`config.mk`:
```
export PLATFORM = sky130hd
export DESIGN_NAME = xge_pkt_gen
export DESIGN_NICKNAME = d
export VERILOG_FILES = /design/src/rtl/xge_pkt_gen_pkg.sv /design/src/rtl/xge_lfsr32.sv /design/src/rtl/xge_pkt_gen.sv
export SDC_FILE = /design/constraint.sdc
export NUM_CORES = 1
export LEC_CHECK = 0
export CORE_UTILIZATION = 45
export DETAILED_ROUTE_END_ITERATION = 8
export PLACE_DENSITY_LB_ADDON = 0.2
export SYNTH_ARGS = -nofsm -noshare
export SYNTH_HDL_FRONTEND = slang
export SYNTH_SLANG_ARGS = --single-unit
```
`constraint.sdc`:
```
create_clock -name clk_156m25 -period 4.9 [get_ports clk_156m25]
set_input_delay 0.49 -clock clk_156m25 [delete_from_list [all_inputs] [get_ports clk_156m25]]
set_output_delay 0.49 -clock clk_156m25 [all_outputs]
set_load 0.005 [all_outputs]
```
`src/rtl/xge_pkt_gen_pkg.sv`:
```
// Shared definitions for the xge_pkt_gen frame generator: FSM encodings,
// default L2 header fields, minimum frame length and LFSR seed/taps.
package xge_pkt_gen_pkg;

  localparam logic [47:0] DEF_DST_MAC   = 48'h0010_9400_0002;
  localparam logic [47:0] DEF_SRC_MAC   = 48'h0010_9400_0001;
  localparam logic [15:0] DEF_ETHERTYPE = 16'h88B5;
  localparam int unsigned DEF_MIN_LEN   = 16;

  localparam logic [2:0] ST_IDLE = 3'd0;
  localparam logic [2:0] ST_SOP  = 3'd1;
  localparam logic [2:0] ST_DATA = 3'd2;
  localparam logic [2:0] ST_GAP  = 3'd3;
  localparam logic [2:0] ST_DONE = 3'd4;

  // Fibonacci LFSR, polynomial x^32 + x^22 + x^2 + x + 1
  localparam logic [31:0] LFSR_SEED = 32'hACE1_0001;
  localparam logic [31:0] LFSR_TAPS = 32'h8020_0003;

  function automatic logic [31:0] lfsr_next(input logic [31:0] s);
    return {s[30:0], ^(s & LFSR_TAPS)};
  endfunction

endpackage

```
`src/rtl/xge_lfsr32.sv`:
```
// 32-bit Fibonacci LFSR with synchronous seed load; supplies random frame
// lengths when xge_pkt_gen is built with XGE_PKT_GEN_RAND_LEN_EN.
module xge_lfsr32
  import xge_pkt_gen_pkg::*;
(
  input  logic        clk,
  input  logic        rst_n,
  input  logic        enable,
  input  logic        load_seed,
  output logic [31:0] state
);

  always_ff @(posedge clk or negedge rst_n) begin
    if (!rst_n) begin
      state <= LFSR_SEED;
    end else if (load_seed) begin
      state <= LFSR_SEED;
    end else if (enable) begin
      state <= lfsr_next(state);
    end
  end

endmodule

```
`src/rtl/xge_pkt_gen.sv`:
```
// Back-to-back Ethernet frame generator feeding the xge_mac pkt_tx_* FIFO port.
// Build option XGE_PKT_GEN_RAND_LEN_EN: per-frame random length from an LFSR.
module xge_pkt_gen
  import xge_pkt_gen_pkg::*;
#(
  parameter logic [47:0] DST_MAC   = DEF_DST_MAC,
  parameter logic [47:0] SRC_MAC   = DEF_SRC_MAC,
  parameter logic [15:0] ETHERTYPE = DEF_ETHERTYPE,
  parameter int unsigned MIN_LEN   = DEF_MIN_LEN
) (
  input  logic        clk_156m25,
  input  logic        reset_156m25_n,
  input  logic        cfg_start,
  input  logic        cfg_stop,
  input  logic [15:0] cfg_num_pkts,
  input  logic [13:0] cfg_pkt_len,
  input  logic [7:0]  cfg_ipg,
  output logic        gen_busy,
  output logic        gen_done,
  output logic [15:0] gen_pkt_cnt,
  input  logic        pkt_tx_full,
  output logic        pkt_tx_val,
  output logic        pkt_tx_sop,
  output logic        pkt_tx_eop,
  output logic [2:0]  pkt_tx_mod,
  output logic [63:0] pkt_tx_data
);

  logic [2:0]  state;
  logic [13:0] len_q;
  logic [13:0] word_idx;
  logic [13:0] last_idx;
  logic [15:0] seq;
  logic [7:0]  gap_cnt;
  logic        stop_pending;
  logic [13:0] len_sel;
  logic [15:0] cnt_next;

  function automatic logic [7:0] frame_byte(input logic [16:0] k, input logic [13:0] len,
                                            input logic [15:0] seq_v);
    logic [111:0] hdr;
    logic [7:0]   b;
    hdr = {DST_MAC, SRC_MAC, ETHERTYPE} << (8 * k);
    if (k >= {3'b000, len})  b = 8'h00;
    else if (k < 17'd14)     b = hdr[111:104];
    else if (k == 17'd14)    b = seq_v[15:8];
    else if (k == 17'd15)    b = seq_v[7:0];
    else                     b = 8'(k - 17'd16);
    return b;
  endfunction

  // First byte on the wire lands in [63:56]
  function automatic logic [63:0] build_word(input logic [13:0] idx, input logic [13:0] len,
                                             input logic [15:0] seq_v);
    logic [63:0] w;
    w = '0;
    for (int i = 0; i < 8; i++)
      w = {w[55:0], frame_byte({idx, 3'(i)}, len, seq_v)};
    return w;
  endfunction

  function automatic logic [15:0] sat_inc16(input logic [15:0] v);
    return (v == 16'hFFFF) ? v : v + 16'd1;
  endfunction

  function automatic logic [2:0] after_frame(input logic [15:0] cnt, input logic stop,
                                             input logic [15:0] num);
    if (stop || (num != 16'd0 && cnt == num)) return ST_DONE;
    return ST_SOP;
  endfunction

`ifdef XGE_PKT_GEN_RAND_LEN_EN
  logic        sop_accept;
  logic        start_accept;
  logic [31:0] lfsr_state;
  logic [13:0] span;

  assign sop_accept   = (state == ST_SOP) && !pkt_tx_full;
  assign start_accept = (state == ST_IDLE) && cfg_start;

  xge_lfsr32 u_lfsr (
    .clk       (clk_156m25),
    .rst_n     (reset_156m25_n),
    .enable    (sop_accept),
    .load_seed (start_accept),
    .state     (lfsr_state)
  );

  always_comb begin
    span    = 14'd1;
    len_sel = 14'(MIN_LEN);
    if (cfg_pkt_len > 14'(MIN_LEN)) begin
      span    = cfg_pkt_len - 14'(MIN_LEN) + 14'd1;
      len_sel = 14'(MIN_LEN) + (lfsr_state[13:0] % span);
    end
  end
`else
  assign len_sel = (cfg_pkt_len < 14'(MIN_LEN)) ? 14'(MIN_LEN) : cfg_pkt_len;
`endif

  assign cnt_next = sat_inc16(gen_pkt_cnt);

  // ---- output stage: every pkt_tx_* and status output is a register ----
  always_ff @(posedge clk_156m25 or negedge reset_156m25_n) begin
    if (!reset_156m25_n) begin
      state        <= ST_IDLE;
      len_q        <= '0;
      word_idx     <= '0;
      last_idx     <= '0;
      seq          <= '0;
      gap_cnt      <= '0;
      stop_pending <= 1'b0;
      gen_busy     <= 1'b0;
      gen_done     <= 1'b0;
      gen_pkt_cnt  <= '0;
      pkt_tx_val   <= 1'b0;
      pkt_tx_sop   <= 1'b0;
      pkt_tx_eop   <= 1'b0;
      pkt_tx_mod   <= '0;
      pkt_tx_data  <= '0;
    end else begin
      pkt_tx_val <= 1'b0;
      pkt_tx_sop <= 1'b0;
      pkt_tx_eop <= 1'b0;
      pkt_tx_mod <= '0;
      gen_done   <= 1'b0;

      if (cfg_stop && state != ST_IDLE) stop_pending <= 1'b1;

      case (state)
        ST_IDLE: begin
          // Start wins over a coincident stop
          if (cfg_start) begin
            state        <= ST_SOP;
            gen_pkt_cnt  <= '0;
            seq          <= '0;
            gen_busy     <= 1'b1;
            stop_pending <= 1'b0;
          end
        end
        ST_SOP: begin
          if (!pkt_tx_full) begin
            pkt_tx_val  <= 1'b1;
            pkt_tx_sop  <= 1'b1;
            pkt_tx_data <= build_word(14'd0, len_sel, seq);
            len_q       <= len_sel;
            last_idx    <= (len_sel - 14'd1) >> 3;
            word_idx    <= 14'd1;
            state       <= ST_DATA;
          end
        end
        ST_DATA: begin
          if (!pkt_tx_full) begin
            pkt_tx_val  <= 1'b1;
            pkt_tx_data <= build_word(word_idx, len_q, seq);
            word_idx    <= word_idx + 14'd1;
            if (word_idx == last_idx) begin
              pkt_tx_eop  <= 1'b1;
              pkt_tx_mod  <= len_q[2:0];
              gen_pkt_cnt <= cnt_next;
              seq         <= seq + 16'd1;
              // A zero gap decides the next frame right at EOP
              if (cfg_ipg == 8'd0) begin
                state <= after_frame(cnt_next, stop_pending | cfg_stop, cfg_num_pkts);
              end else begin
                gap_cnt <= cfg_ipg;
                state   <= ST_GAP;
              end
            end
          end
        end
        ST_GAP: begin
          gap_cnt <= gap_cnt - 8'd1;
          if (gap_cnt <= 8'd1)
            state <= after_frame(gen_pkt_cnt, stop_pending | cfg_stop, cfg_num_pkts);
        end
        ST_DONE: begin
          gen_done     <= 1'b1;
          gen_busy     <= 1'b0;
          stop_pending <= 1'b0;
          state        <= ST_IDLE;
        end
        default: state <= ST_IDLE;
      endcase
    end
  end

endmodule

```
==> reports/summary.txt <==
Status: completed
Residual DRC: 0
Arr. time, crit path: 3.42 ns
Mapped Area: 0.008078 sq mm
Setup bufs post-CTS: 0
Setup crit start kind: flop
Register bit count reported by yosys: 146
Kind of critical path: reg -> reg
Antenna viol nets, final: 0
Core footprint: 0.01742 sq mm
Synth top cells by count: dfrtp_1, nand2_1, o21ai_0, nor2_1, xnor2_1
Vias in the first global route: 6665
Clock insertion delay at the later pin of the skew report: 0.43 ns
Final Hold Viols: 0
Rel. slew slack: 0.2451
Ant. Diodes: 0
Adder-cell share of the synthesized area: 0.03253
Flop-to-flop setup slack: 1.80 ns
EDFF count, synth: 0
PwrDens: 481.2 mW/mm^2
Num Clock Sinks: 146
CP cell instances: ha_1 > nand3_1 > nor4_4 > o21ai_0 > a211oi_1 > and4_1 > nand4_1 > a2111oi_2
Sequential cell area fraction in the yosys report: 0.4523
Synth warn: 0
Num ports: 131
Vias post-DR: 7021
Worst EP required: 5.22 ns
Share of layout cells above drive strength 1: 0.06151
Clock-pin slew on the worst setup and hold paths: 0.07 ns
CTS max path bufs: 2
XOR/XNOR Fraction of Synth Area: 0.07481
Most frequent cell after synthesis: dfrtp_1
Crit end category: flop
Final nets: 1059
Synth Area in Simple Gates: 0.2082
Achievable Freq: 0.3223 GHz
Unrepaired setup endpoints after global routing: false
Non-filler instance count after layout: 1233
Ys async rst share: 1.000
Die area: 0.01849 sq mm
Placed insts: 1201
Die Wd: 136.0 um
Fin crit period: 3.103 ns
Core Rows: 48
Largest net degree at the start of global routing: 85
Distinct cells, synth: 67
VDD IR max: 0.0003388 V
Leakage power: 4.195 nW
Synth Area per Inst: 9.015 sq um
Worst path max stage delay: 0.82 ns
Compound-Gate Fraction of Synth Area: 0.1743
Iter 0 DRT Violations: 599
Total gr overflow: 0
Drt wl/cell: 17.41 um
Crit Path Max Fanout: 17
Top cells by area, synth: dfrtp_1, o21ai_0, xnor2_1
Slew Viols, Final: 0
Critical path's slowest cell: nor4_4
Setup_tns: 0 ns
Clock root cell: clkbuf_16
Htree depth: 4
Dpl ws: 1.669 ns
Setup violations, final: 0
Mux contribution to synthesized area: 0.009294
Antenna violations before repair: 0
Crit share post-route: 0.6333
Cts hold-fix bufs: 0
First-pass GRT wire length: 35.13 mm
Worst Hold Class: in -> async
Max-cap violations: 0
WHS: 0.1059 ns
CTS tree: done
Area fraction of the dominant cell type after synthesis: 0.4523
Worst-margin pin slew: 1.130 ns
Detailed Place HPWL: 15.34 mm
Cts bufs inserted: 17
Post-synth top flop: dfrtp_1
Detailed Route WL: 21.46 mm
Mapped Cells: 896
Die height: 136.0 um
RD Place Congestion: 0.9702
Layout Skew: 0.01278 ns
Vias per cell: 5.694
Yosys top cell by area: dfrtp_1
Syn-to-layout area delta: 23.84%
Resized Gates After CTS: 0
Gr usage total: 0.2458
Port Buffers: 122
Initial Util: 0.4638
First-pass DRT Iterations: 5
Final worst setup slack: 1.797 ns
Overall power: 4.813 mW
Largest family of logic cells by synthesized area: simple AND/OR/NAND/NOR gates
## layout make-up
| type | instances | area, sq um |
|---|---|---|
| sequential | 146 | 3654 |
| multi-input combinational | 665 | 4074 |
| tap | 225 | 281.5 |
| clock inverter | 15 | 162.7 |
| inverter | 37 | 138.9 |
| timing repair buffer | 128 | 1267 |
| clock buffer | 17 | 425.4 |
| fill | 1604 | 7413 |
## cells by family after synthesis
kind of cell / after synthesis
compound gates: 225
mux: 7
flops: 146
fa+ha+maj: 21
other cells: 1
simple gates: 335
xor+xnor: 69
buf+inv: 92
## path summary, 6_finish.rpt
check / from / endpoint / cells past startpoint
max: gen_pkt_cnt[1] / state[2] / 8
min: reset_156m25_n / pkt_tx_sop / 1
max reg2reg: gen_pkt_cnt[1] / state[2] / 8
min reg2reg: pkt_tx_data[9] / pkt_tx_data[9] / 2
max in group asynchronous: reset_156m25_n / gen_pkt_cnt[0] / 2
min in group clk_156m25: pkt_tx_data[9] / pkt_tx_data[9] / 2
## critical path: cells and delay by family, from the launching register on
family                     cells  cell delay (ns)
AOI/OAI and AO/OA              3             0.81
and+or+nand+nor                4             1.45
DFF                            1             0.50
adders and majority gates      1             0.24
## report_power, final
| part | switching (mW) | internal [mW] | total (mW) |
|---|---|---|---|
| registers | 0.270 | 1.54 | 1.81 |
| logic | 0.919 | 0.771 | 1.69 |
| clock network | 0.589 | 0.726 | 1.32 |
| total | 1.78 | 3.03 | 4.81 |
## sequential cells by signal, summed over array words and instances, names as in the netlist
register      count
gen_done          1
pkt_tx_data      55
gap_cnt           8
word_idx         14
pkt_tx_mod        3
gen_busy          1
last_idx         11
stop_pending      1
len_q            14
state             3
pkt_tx_eop        1
gen_pkt_cnt      16
pkt_tx_sop        1
seq              16
pkt_tx_val        1
## placed cells by master (no fill, tap or decap), types with 7 or more instances in the layout
master and n:
o31ai_1 10, and4_1 9, conb_1 8, o21ai_0 111
dfrtp_1 146, nor3_1 18, nor4_1 20, or3_1 10
a21o_1 7, nand3_1 22, a22o_1 7, a32o_1 7
a31oi_1 7, xor2_1 19, and3_1 10, a21oi_1 30
xnor2_1 50, nand2_1 111, inv_1 34, clkbuf_16 17
nand4_1 18, clkdlybuf4s50_1 121, ha_1 21, nor2_1 84
## metal layers
layer | up-vias | routed length [um] | global-route usage
li1 | 3378 | - | -
met1 | 3418 | 9815 | 0.3353
met2 | 199 | 10290 | 0.3929
met3 | 26 | 961 | 0.04661
met4 | 0 | 399 | 0.08025
met5 | - | 0 | 0
## metrics by stage
| step | instance area, sq um | util |
|---|---|---|
| 2_1_floorplan | 8104 | - |
| 3_3_place_gp | 9415 | 0.5406 |
| 3_5_place_dp | 9415 | 0.5406 |
| 4_1_cts | 10000 | 0.5744 |
| 5_1_grt | 10000 | 0.5744 |
| 6_report | 10000 | 0.5744 |
Note: power is estimated with default switching activity, not from simulation.
